`config.mk`:
```
export PLATFORM = sky130hd
export DESIGN_NAME = ctrl_decode_stage
export DESIGN_NICKNAME = d
export VERILOG_FILES = /design/src/rtl/ctrl_decode_stage.sv
export SDC_FILE = /design/constraint.sdc
export NUM_CORES = 1
export LEC_CHECK = 0
export CAP_MARGIN = 20
export CORE_UTILIZATION = 37
export CTS_BUF_LIST = sky130_fd_sc_hd__clkbuf_4
export DETAILED_ROUTE_END_ITERATION = 10
export HOLD_SLACK_MARGIN = 0.08
export PLACE_DENSITY_LB_ADDON = 0.08
export SLEW_MARGIN = 20
export SYNTH_ARGS = -nofsm -noshare
export SYNTH_HDL_FRONTEND = slang
export SYNTH_SLANG_ARGS = --single-unit
```
`constraint.sdc`:
```
create_clock -name clk -period 2.22 [get_ports clk]
set_clock_uncertainty 0.1 [all_clocks]
set_input_delay 0.222 -clock clk [delete_from_list [all_inputs] [get_ports clk]]
set_output_delay 0.222 -clock clk [all_outputs]
set_load 0.005 [all_outputs]
```
`src/rtl/ctrl_decode_stage.sv`:
```
// Registered RV32IM control decode stage: one-entry valid/ready holding register with flush,
// illegal-instruction flagging and M-extension busy modelling (M decode enabled by RV32M_EN).
module ctrl_decode_stage #(
   parameter int XLEN       = 32,
   parameter int ALU_OP_W   = 4,
   parameter int MUL_CYCLES = 2,
   parameter int DIV_CYCLES = 33
) (
   input  logic                clk,
   input  logic                rst_n,
   input  logic                flush,
   input  logic                in_valid,
   output logic                in_ready,
   input  logic [31:0]         in_instr,
   input  logic [XLEN-1:0]     in_pc,
   output logic                out_valid,
   input  logic                out_ready,
   output logic [31:0]         out_instr,
   output logic [XLEN-1:0]     out_pc,
   output logic [2:0]          out_funct3,
   output logic                rd_wen,
   output logic                mem_rd,
   output logic                mem_wr,
   output logic                branch,
   output logic                jump,
   output logic                alu_a_pc,
   output logic                alu_b_imm,
   output logic [2:0]          imm_sel,
   output logic [1:0]          wb_sel,
   output logic [ALU_OP_W-1:0] alu_op,
   output logic                is_muldiv,
   output logic                illegal,
   output logic                mdu_busy
);

   // state    | meaning
   // EMPTY    | nothing held, ready for a new instruction
   // FULL     | decoded bundle presented downstream
   // WAIT     | M-extension op occupying the unit, counting down its latency

   localparam int LAT_MAX = (MUL_CYCLES > DIV_CYCLES) ? MUL_CYCLES : DIV_CYCLES;
   localparam int CNT_W   = (LAT_MAX > 1) ? $clog2(LAT_MAX) : 1;

   localparam logic [ALU_OP_W-1:0] ALU_ADD   = ALU_OP_W'(0);
   localparam logic [ALU_OP_W-1:0] ALU_SUB   = ALU_OP_W'(1);
   localparam logic [ALU_OP_W-1:0] ALU_AND   = ALU_OP_W'(2);
   localparam logic [ALU_OP_W-1:0] ALU_OR    = ALU_OP_W'(3);
   localparam logic [ALU_OP_W-1:0] ALU_XOR   = ALU_OP_W'(4);
   localparam logic [ALU_OP_W-1:0] ALU_SLL   = ALU_OP_W'(5);
   localparam logic [ALU_OP_W-1:0] ALU_SRL   = ALU_OP_W'(6);
   localparam logic [ALU_OP_W-1:0] ALU_SRA   = ALU_OP_W'(7);
   localparam logic [ALU_OP_W-1:0] ALU_SLT   = ALU_OP_W'(8);
   localparam logic [ALU_OP_W-1:0] ALU_SLTU  = ALU_OP_W'(9);
   localparam logic [ALU_OP_W-1:0] ALU_PASSB = ALU_OP_W'(15);

   typedef enum logic [1:0] {ST_EMPTY, ST_FULL, ST_WAIT} state_t;

   typedef struct packed {
      logic [31:0]         instr;
      logic [XLEN-1:0]     pc;
      logic                rd_wen;
      logic                mem_rd;
      logic                mem_wr;
      logic                branch;
      logic                jump;
      logic                alu_a_pc;
      logic                alu_b_imm;
      logic [2:0]          imm_sel;
      logic [1:0]          wb_sel;
      logic [ALU_OP_W-1:0] alu_op;
      logic                is_muldiv;
      logic                illegal;
   } bundle_t;

   state_t           state_q, state_d;
   logic [CNT_W-1:0] cnt_q, cnt_d, cnt_load;
   bundle_t          bundle_q, bundle_d, dec;
   logic [6:0]       dec_opc, dec_f7;
   logic [2:0]       dec_f3;
   logic [31:0]      lat;
   logic             go_wait, accept;

   function automatic logic [ALU_OP_W-1:0] alu_from_f3(input logic [2:0] f3, input logic alt);
      logic [ALU_OP_W-1:0] op;
      case (f3)
         3'b000:  op = alt ? ALU_SUB : ALU_ADD;
         3'b001:  op = ALU_SLL;
         3'b010:  op = ALU_SLT;
         3'b011:  op = ALU_SLTU;
         3'b100:  op = ALU_XOR;
         3'b101:  op = alt ? ALU_SRA : ALU_SRL;
         3'b110:  op = ALU_OR;
         default: op = ALU_AND;
      endcase
      return op;
   endfunction

   assign dec_opc = in_instr[6:0];
   assign dec_f3  = in_instr[14:12];
   assign dec_f7  = in_instr[31:25];

   always_comb begin
      dec       = '0;
      dec.instr = in_instr;
      dec.pc    = in_pc;
      case (dec_opc)
         7'b0110011: begin
            dec.rd_wen = 1'b1;
            case (dec_f7)
               7'b0000000: dec.alu_op = alu_from_f3(dec_f3, 1'b0);
               7'b0100000: begin
                  if (dec_f3 == 3'b000 || dec_f3 == 3'b101) dec.alu_op = alu_from_f3(dec_f3, 1'b1);
                  else                                      dec.illegal = 1'b1;
               end
`ifdef RV32M_EN
               7'b0000001: dec.is_muldiv = 1'b1;
`endif
               default: dec.illegal = 1'b1;
            endcase
         end
         7'b0010011: begin
            dec.rd_wen    = 1'b1;
            dec.alu_b_imm = 1'b1;
            dec.alu_op    = alu_from_f3(dec_f3, (dec_f3 == 3'b101) && dec_f7[5]);
            if (dec_f3 == 3'b001 && dec_f7 != 7'b0000000) dec.illegal = 1'b1;
            if (dec_f3 == 3'b101 && dec_f7 != 7'b0000000 && dec_f7 != 7'b0100000) dec.illegal = 1'b1;
         end
         7'b0000011: begin
            dec.rd_wen    = 1'b1;
            dec.mem_rd    = 1'b1;
            dec.alu_b_imm = 1'b1;
            dec.wb_sel    = 2'd1;
         end
         7'b0100011: begin
            dec.mem_wr    = 1'b1;
            dec.alu_b_imm = 1'b1;
            dec.imm_sel   = 3'd1;
         end
         7'b1100011: begin
            dec.branch  = 1'b1;
            dec.alu_op  = ALU_SUB;
            dec.imm_sel = 3'd2;
            if (dec_f3 == 3'b010 || dec_f3 == 3'b011) dec.illegal = 1'b1;
         end
         7'b0110111: begin
            dec.rd_wen    = 1'b1;
            dec.alu_b_imm = 1'b1;
            dec.alu_op    = ALU_PASSB;
            dec.imm_sel   = 3'd3;
         end
         7'b0010111: begin
            dec.rd_wen    = 1'b1;
            dec.alu_a_pc  = 1'b1;
            dec.alu_b_imm = 1'b1;
            dec.imm_sel   = 3'd3;
         end
         7'b1101111: begin
            dec.rd_wen   = 1'b1;
            dec.jump     = 1'b1;
            dec.alu_a_pc = 1'b1;
            dec.imm_sel  = 3'd4;
            dec.wb_sel   = 2'd2;
         end
         7'b1100111: begin
            dec.rd_wen    = 1'b1;
            dec.jump      = 1'b1;
            dec.alu_b_imm = 1'b1;
            dec.wb_sel    = 2'd2;
            if (dec_f3 != 3'b000) dec.illegal = 1'b1;
         end
         default: dec.illegal = 1'b1;
      endcase
      // An illegal bundle still flows downstream, but must never cause side effects.
      if (dec.illegal) begin
         dec.rd_wen    = 1'b0;
         dec.mem_rd    = 1'b0;
         dec.mem_wr    = 1'b0;
         dec.branch    = 1'b0;
         dec.jump      = 1'b0;
         dec.is_muldiv = 1'b0;
      end
   end

   assign lat      = dec_f3[2] ? 32'(DIV_CYCLES) : 32'(MUL_CYCLES);
   assign go_wait  = dec.is_muldiv && (lat != 32'd0);
   assign cnt_load = CNT_W'(lat - 32'd1);

   always_comb begin
      state_d   = state_q;
      cnt_d     = cnt_q;
      bundle_d  = bundle_q;
      in_ready  = 1'b0;
      out_valid = 1'b0;
      mdu_busy  = 1'b0;
      case (state_q)
         ST_EMPTY: in_ready = 1'b1;
         ST_FULL: begin
            out_valid = 1'b1;
            in_ready  = out_ready;
         end
         ST_WAIT: begin
`ifdef RV32M_EN
            mdu_busy = 1'b1;
`endif
         end
         default: ;
      endcase
      if (flush) begin
         in_ready  = 1'b0;
         out_valid = 1'b0;
      end
      accept = in_valid && in_ready;

      if (flush) begin
         state_d = ST_EMPTY;
         cnt_d   = '0;
      end else begin
         case (state_q)
            ST_EMPTY, ST_FULL: begin
               if (accept) begin
                  bundle_d = dec;
                  state_d  = go_wait ? ST_WAIT : ST_FULL;
                  cnt_d    = go_wait ? cnt_load : '0;
               end else if (state_q == ST_FULL && out_ready) begin
                  state_d = ST_EMPTY;
               end
            end
            ST_WAIT: begin
               if (cnt_q == '0) state_d = ST_FULL;
               else             cnt_d   = cnt_q - CNT_W'(1);
            end
            default: state_d = ST_EMPTY;
         endcase
      end
   end

   always_ff @(posedge clk or negedge rst_n) begin
      if (!rst_n) begin
         state_q  <= ST_EMPTY;
         cnt_q    <= '0;
         bundle_q <= '0;
      end else begin
         state_q  <= state_d;
         cnt_q    <= cnt_d;
         bundle_q <= bundle_d;
      end
   end

   assign out_instr  = bundle_q.instr;
   assign out_pc     = bundle_q.pc;
   assign out_funct3 = bundle_q.instr[14:12];
   assign rd_wen     = bundle_q.rd_wen;
   assign mem_rd     = bundle_q.mem_rd;
   assign mem_wr     = bundle_q.mem_wr;
   assign branch     = bundle_q.branch;
   assign jump       = bundle_q.jump;
   assign alu_a_pc   = bundle_q.alu_a_pc;
   assign alu_b_imm  = bundle_q.alu_b_imm;
   assign imm_sel    = bundle_q.imm_sel;
   assign wb_sel     = bundle_q.wb_sel;
   assign alu_op     = bundle_q.alu_op;
   assign is_muldiv  = bundle_q.is_muldiv;
   assign illegal    = bundle_q.illegal;

endmodule

```
---- Yosys cells after proc, flatten, opt, wreduce, memory -nomap -nowiden ----
Cells that the tools add are included.
storage, ports and cells
  register bits after elaboration ......... 89
  output and inout bits ................... 88
  word-level logic and storage cells ...... 103
cells by class
  reduce and logical (&&, ||, !) cells .... 25
  eq/ne operators ......................... 23
  add/sub/neg operators ................... 1
  bitwise gates (word level) .............. 1
  mux-type cells .......................... 38
operators with widths
  kind                                                                      count
  4-bit one-hot mux with 7 select lines                                     3
  7-bit by 6-bit equality test with 1-bit output (second input constant)    4
  7-bit equality test (second input constant)                               3
  6-bit 2-to-1 mux                                                          3
  1-bit 2-to-1 mux                                                          17
  4-bit one-hot mux with 4 select lines                                     1
  7-bit by 5-bit equality test with 1-bit output (second input constant)    2
  3-bit one-hot mux with 4 select lines                                     1
  6-bit one-hot mux with 2 select lines                                     1
  3-bit equality test (second input constant)                               3
  3-bit inequality test (second input constant)                             3
  2-bit 2-to-1 mux                                                          4
  2-bit one-hot mux with 2 select lines                                     2
  4-bit one-hot mux with 2 select lines                                     1
  2-bit OR reduction                                                        4
  7-bit by 2-bit equality test with 1-bit output (second input constant)    1
  7-bit zero test                                                           1
  7-bit by 6-bit inequality test with 1-bit output (second input constant)  1
  7-bit nonzero test                                                        1
  7-bit OR reduction                                                        1
  3-bit by 2-bit equality test with 1-bit output (second input constant)    2
  1-bit logical AND                                                         6
  6-bit zero test                                                           1
  3-bit AND reduction                                                       2
  other kinds (17)                                                          20

---- Logic depth before layout (Yosys ltp) ----
  word-level depth ........................ 7
  depth in mapped cells ................... 7
  mapped depth without buffers ............ 5

---- Least setup slack after synthesis ----
OpenSTA, ideal clock, no wires.
  path kind ............................... input-to-reg
  start point ............................. in in_instr[26]
  end point ............................... reg bundle_q, in the netlist alu_op[2]
  setup slack ............................. 0.415 ns
  library setup time ...................... 0.069 ns
  required time ........................... 2.051 ns
  buffers on the path ..................... 0
  stages on the path ...................... 5
  arrival time ............................ 1.636 ns
  cell sequence ........................... or4_4 -> o41ai_4 -> nand2_1 -> or4_1 -> nand3_1
between the ends
  longest elaborated chain between the ends .. 3
RTL lines
  element                                                                                   line  source
  start: declaration                                                                        14    input logic [31:0] in_instr,
  7-bit by 6-bit equality test with 1-bit output / 7-bit zero test (equally long branches)  109   case (dec_f7)
  4-bit one-hot mux with 2 select lines (*)                                                 109
  4-bit one-hot mux with 4 select lines (*)                                                 106   case (dec_opc)
  end signal: assignment                                                                    245   bundle_q <= bundle_d;
  end: declaration                                                                          77    bundle_t bundle_q, bundle_d, dec;
Mark *: on every way between the ends. The rest lies on a longest branch, timed or not.
A chain may end at the register's enable or synchronous reset.

---- Worst setup path in the final report ----
  start point ............................. in in_instr[26]
  end point ............................... reg bundle_q, in the netlist branch
between the ends
  longest elaborated chain between the ends .. 6
RTL lines
  element                                                       line      source
  7-bit nonzero test                                            125, 126
  1-bit logical AND (on tied branches)                          125, 126
  1-bit 2-to-1 mux / 1-bit logical AND (equally long branches)  125, 126
  1-bit 2-to-1 mux                                              126       if (dec_f3 == 3'b101 && dec_f7 != 7'b0000000 && dec_f7 != 7'b0100000) dec.illegal = 1'b1;
  1-bit one-hot mux with 5 select lines (*)                     106
  5-bit 2-to-1 mux (*)                                          174       if (dec.illegal) begin
Marks and branches as above.

==> qor.txt <==
Tightest Pin Transition - 549 ps
syn_area_per_cell - 8.81 um^2
layout cells sized above 1 - 7.80%
post-layout util - 58.3%
Clock Tree Buf Depth - 2
Netlist cell types - 45
CP Launch Point - in_instr[26]
crit path cell chain - clkdlybuf4s50_1 -> or4_4 -> a2111oi_1 -> o22ai_1 -> a211oi_2 -> a32o_2
Post-synth top cells - nand2_1 (201), dfrtp_1 (82), nor2_1 (17)
Seq/Total Area, Yosys - 57.8%
worst IR drop on VDD - 0.335 mV
worst r2r src - state_q[0]$_DFFE_PN0P_
max-slew violations - 0
Clock transition at path regs - 130 ps
Chip Width - 100 um
crit path launch type - input port
Die ar. - 9990 um^2
Nets - 629
Std-Cell Rows - 35
ys async rst share - 100%
area leader, netlist - dfrtp_1
f_max - 501 MHz
clock latency on the worst-skew pair - 400 ps
Min Clock Period, post-route - 2000 ps
H-Tree Depth - 3
Slowest Stage Delay on Critical Path - 590 ps
first-pass GRT wire length - 15600 um
Required @ worst endpoint - 2480 ps
post-DR vias/cell - 4.70
overall routing resource usage - 19.8%
Routed WL - 9270 um
FF-to-FF End - alu_op[2]$_DFFE_PN0P_
crit end category - flop
#FFs+latches synth - 82
core footprint - 9280 um^2
initial antenna violation count - 0
Slew headroom - 63.0%
ANT cells - 0
Yosys warning total - 0
post-CTS setup buffer count - 0
Setup WS pre-CTS - -227 ps
critical path fanouts, max - 3
post-layout worst setup margin - 223 ps
num ports - 157
wire per inst - 13.4 um
DPL Wire Length - 6660 um
# DRC - 0
Reg2Reg Setup Slack - 390 ps
Crit path arrival time - 2260 ps
most common cell in the netlist - nand2_1
final period utilization - 90.0%
status - completed
IO Port Bufs - 154
Final Power - 3.60 mW
clock sink count - 82
Final Setup Violations - 0
TritonRoute pass-1 iters - 4
top cells by area, synth - dfrtp_1 (58%), nand2_1 (21%), o21ai_0 (2.0%), nor2_1 (1.8%), clkbuf_1 (1.4%)
final hold violation count - 0
Register-to-Register Path Depth - 5
Final GP Congestion - 0.832
max cap viols - 0
clock buffer count from CTS - 9
Syn Inst Count - 403
power per cell area - 664 nW/um^2
Final ANT Viol Nets - 0
HP Class - in -> async
cell area after synthesis - 3550 um^2
gr ovfl total - 0
Initial Utilization - 38.2%
largest net degree at the start of global routing - 63
Synth top area share - 57.8%
Synth Flop Type - dfrtp_1
critical path's slowest cell - or4_4
WS Path Type - in -> reg
leakage - 2.56 nW
Post-synth EDFFs - 0
DR iter-0 viols - 128
number of global-route vias before repair - 3213
RSZ-0062 raised after global routing - no
synth-to-layout area growth - 52.5%
cts repair resizes - 0
CTS tree - done
clk root buf - clkbuf_4
die span in y - 100 um
via count - 3256
==> flip-flops by register name (all words and copies together) (netlist names) <==
name	flops
mem_rd	1
rd_wen	1
alu_b_imm	1
out_pc	32
state_q	1
imm_sel	3
branch	1
illegal	1
alu_op	4
jump	1
out_instr	32
mem_wr	1
alu_a_pc	1
wb_sel	2
==> worst max-delay path, delay by kind of cell <==
kind,cells,cell delay [ps]
and+or+nand+nor,1,590
AOI/OAI and AO/OA,4,1000
buffers and inverters,1,440
==> per-layer routing <==
layer / track usage, % / routed length, um / up-vias
met3: 5.43 / 644 / 10
met4: 7.47 / 131 / 0
met1: 25.8 / 4150 / 1547
met2: 31.6 / 4350 / 103
li1: - / - / 1596
met5: 0 / 0 / -
==> placed cells by master (no fill, tap or decap), types with 2 or more instances in the layout <==
cell type	n
nand2b_1	2
dfrtp_1	82
nor3_1	3
a211oi_1	2
bufinv_16	2
buf_4	18
o21ai_0	14
o22ai_1	2
a21oi_1	2
a22o_1	2
nor2_1	17
buf_12	2
nand2_1	200
nand3_1	7
a31oi_1	5
clkdlybuf4s50_1	153
clkinvlp_4	2
nor2b_1	3
conb_1	2
nand4_1	2
inv_1	4
a21o_1	2
clkbuf_4	10
o31ai_1	2
==> cell families after synthesis <==
family	count (synthesis)	synth area share [%]
simple gates	244	27.6
flops	82	57.8
compound gates	41	8.49
buf+inv	33	5.46
xor+xnor	1	0.247
mux	1	0.282
other cells	1	0.106
==> timing repair <==
action | 4_1_cts | 5_1_grt
hold buffers | 1 | 0
endpoints found under the hold margin | 79 | 0
endpoints found under the setup margin | 0 | 0
==> stage by stage <==
stage / std cells / setup TNS, ps / instance area [um^2] / hold WS, ps
after CTS: 693 / 0 / 5420 / 178
after global placement: 677 / -310 / 5250 / 118
final: 693 / 0 / 5420 / 188
after detailed placement: 677 / -782 / 5250 / 117
after floorplan: 404 / 0 / 3550 / -174
after global routing: 693 / 0 / 5420 / 184
==> power breakdown <==
part           switching, mW  leakage [nW]  internal [mW]  total, mW
logic                  0.337          1.45          0.534      0.871
registers             0.0966          1.03           1.67       1.77
clock network          0.498        0.0785          0.462      0.959
==> final cells by class <==
class,instances,area (um^2)
sequential,82,2050
clock buffer,10,75.1
timing repair buffer,174,1720
clock inverter,5,80.1
fill,883,3870
multi-input combinational,289,1320
inverter,4,15.0
tap,129,161
==> worst max path at each step <==
stage                            endpoint  slack, ps  cells after the start
floorplan           alu_op[2]$_DFFE_PN0P_        420                      5
global placement       branch$_DFFE_PN0P_       -110                      6
detailed placement     branch$_DFFE_PN0P_       -230                      6
CTS                              in_ready        200                      3
global route           branch$_DFFE_PN0P_        140                      6
finish                 branch$_DFFE_PN0P_        220                      6
No activity file was read; power rests on OpenSTA's default activity.
==> edit: new RTL, same flow settings <==
Build with the macro `RV32M_EN` defined.
--- a/src/rtl/ctrl_decode_stage.sv
+++ b/src/rtl/ctrl_decode_stage.sv
@@ -2,2 +2,4 @@
 // illegal-instruction flagging and M-extension busy modelling (M decode enabled by RV32M_EN).
+`define RV32M_EN
+
 module ctrl_decode_stage #(
Formal check against the unedited RTL: not equivalent (Yosys sat finds a counterexample within 4 cycles, from zero or initial values and one cycle with rst_n low).
==> edit against the original RTL <==
First-iteration DRC count increased by 30%. Setup slack got worse by 66 ps. Maximum frequency is 3.2% lower. Critical endpoint is now alu_op[1]. Power grew 5.1%. Sequential share of layout area down 0.94 points. Sequential power rose by 9%. Synthesized area up 13%. Design area increased by 13%. Sequential cell count rose by 8. Count of clock-buffer cells in the layout down 1. Routed wire length rose by 19%.
==> edit: results (changes against the original RTL) <==
<table>
<tr><th>Metric</th><th>Value</th></tr>
<tr><th colspan="2">Outcome</th></tr>
<tr><td>Run status</td><td>finished clean</td></tr>
<tr><th colspan="2">Clock network</th></tr>
<tr><td>Clock slew seen by the registers of the worst setup and hold paths</td><td>150 ps (+20 ps)</td></tr>
<tr><th colspan="2">Layout</th></tr>
<tr><td>Final std cells w/o fill</td><td>775 (+12%)</td></tr>
<tr><td>Share of layout cells above drive strength 1</td><td>10.3% (+2.5 points)</td></tr>
<tr><th colspan="2">Power</th></tr>
<tr><td>Largest vdd supply drop</td><td>0.350 mV (+4.4%)</td></tr>
<tr><td>P_leak</td><td>0.00287 uW (+12%)</td></tr>
<tr><th colspan="2">Placed design</th></tr>
<tr><td>Total placed instance area</td><td>5950 sq um (+13%)</td></tr>
<tr><td>Final estimated routing congestion in global placement</td><td>0.869 (+4.5%)</td></tr>
<tr><td>Sum of net half-perimeters after detailed placement</td><td>8.18 mm (+23%)</td></tr>
<tr><td>Placement-stage worst setup slack</td><td>-283 ps (-56.4 ps)</td></tr>
<tr><td># placed instances</td><td>759 (+12%)</td></tr>
<tr><th colspan="2">Routing</th></tr>
<tr><td>DRC violation total after the first TritonRoute iteration</td><td>167 (+30%)</td></tr>
<tr><td>Overall via count from detail_route</td><td>3765 (+16%)</td></tr>
<tr><td>Iteration count of the initial detailed-routing pass</td><td>6 (+2)</td></tr>
<tr><td>Detailed-route wire length</td><td>11.1 mm (+19%)</td></tr>
<tr><th colspan="2">STA</th></tr>
<tr><td>Transition time at the pin with the least slew margin</td><td>605 ps (+55.6 ps)</td></tr>
<tr><th colspan="2">GRT</th></tr>
<tr><td>Routing usage on met2</td><td>33.0% (+1.4 points)</td></tr>
<tr><td>All-layer global routing usage</td><td>20.4% (+0.62 points)</td></tr>
<tr><td>Met1 Resource Use GR</td><td>27.7% (+2.0 points)</td></tr>
<tr><td>Met3 capacity usage during global routing</td><td>4.48% (-0.96 points)</td></tr>
<tr><td>Pin count of the biggest net entering global routing</td><td>51 (-19%)</td></tr>
<tr><th colspan="2">Yosys</th></tr>
<tr><td>List of most frequent post-synthesis cells</td><td>nand2_1, dfrtp_1, clkbuf_1</td></tr>
<tr><th colspan="2">Setup path</th></tr>
<tr><td>Maximum fanout count along the critical path</td><td>4 (+1)</td></tr>
<tr><td>Arr. time, crit path</td><td>2330 ps (+70 ps)</td></tr>
<tr><th colspan="2">Hold path</th></tr>
<tr><td>Class of the tightest hold or removal check</td><td>in2reg</td></tr>
</table>
==> edit: final cells by class <==
cell class,count,area (sq um)
Clock inverter,6,67.6
Tap cell,136,170
Clock buffer,9,67.6
Sequential cell,90,2250
Multi-Input combinational cell,331,1630
Fill cell,934,4320
Timing Repair Buffer,195,1880
Inverter,8,30.0
==> edit: timing repair <==
item | CTS | global route
gates resized for setup | 0 | 2
endpoints found under the setup margin | 0 | 2
hold buffers | 1 | 0
hold endpoints to repair | 44 | 0
==> edit: path summary, 6_finish.rpt <==
kind                            slack, ps    startpoint  cells after the start            end
worst max-delay path                  160  in_instr[26]                      6      alu_op[1]
worst min-delay path                  190      in_pc[7]                      3      out_pc[7]
worst max register to register        250    state_q[0]                      5      alu_op[1]
worst min register to register        390  out_instr[9]                      2   out_instr[9]
max in group asynchronous            1180         rst_n                      3      alu_op[3]
min in group asynchronous             200         rst_n                      2  out_instr[15]
==> edit: critical path, stage by stage <==
cell,delay (ps)
clkdlybuf4s50_1,420
or3_4,420
or3_4,350
or4_4,520
a211oi_2,270
a211o_1,130
==> edit: power breakdown <==
part / switching [uW] / leakage (uW) / total (uW) / internal (uW)
clock: 567 / 0.0000684 / 909 / 342
sequential: 105 / 0.00114 / 1930 / 1820
combinational: 374 / 0.00166 / 946 / 572
==> edit: logic make-up (layout without fill, tap and decap cells) <==
group                    count (synthesis)  in the layout  share of synthesized area, %
XOR/XNOR                                 4              4                         0.872
AND/OR/NAND/NOR                        273            273                          29.7
buffers and inverters                   37            218                          3.83
AO/OA/AOI/OAI                           52             52                          8.96
flip-flops                              90             90                          56.0
adder cells (fa/ha/maj)                  2              2                         0.622
==> edit: routing by layer <==
layer,vias up,share of wire (%),wire (um)
met1,1789,44,4920
met2,113,49,5390
met3,8,5.9,652
li1,1855,-,-
met5,-,0,0
met4,0,0.98,108
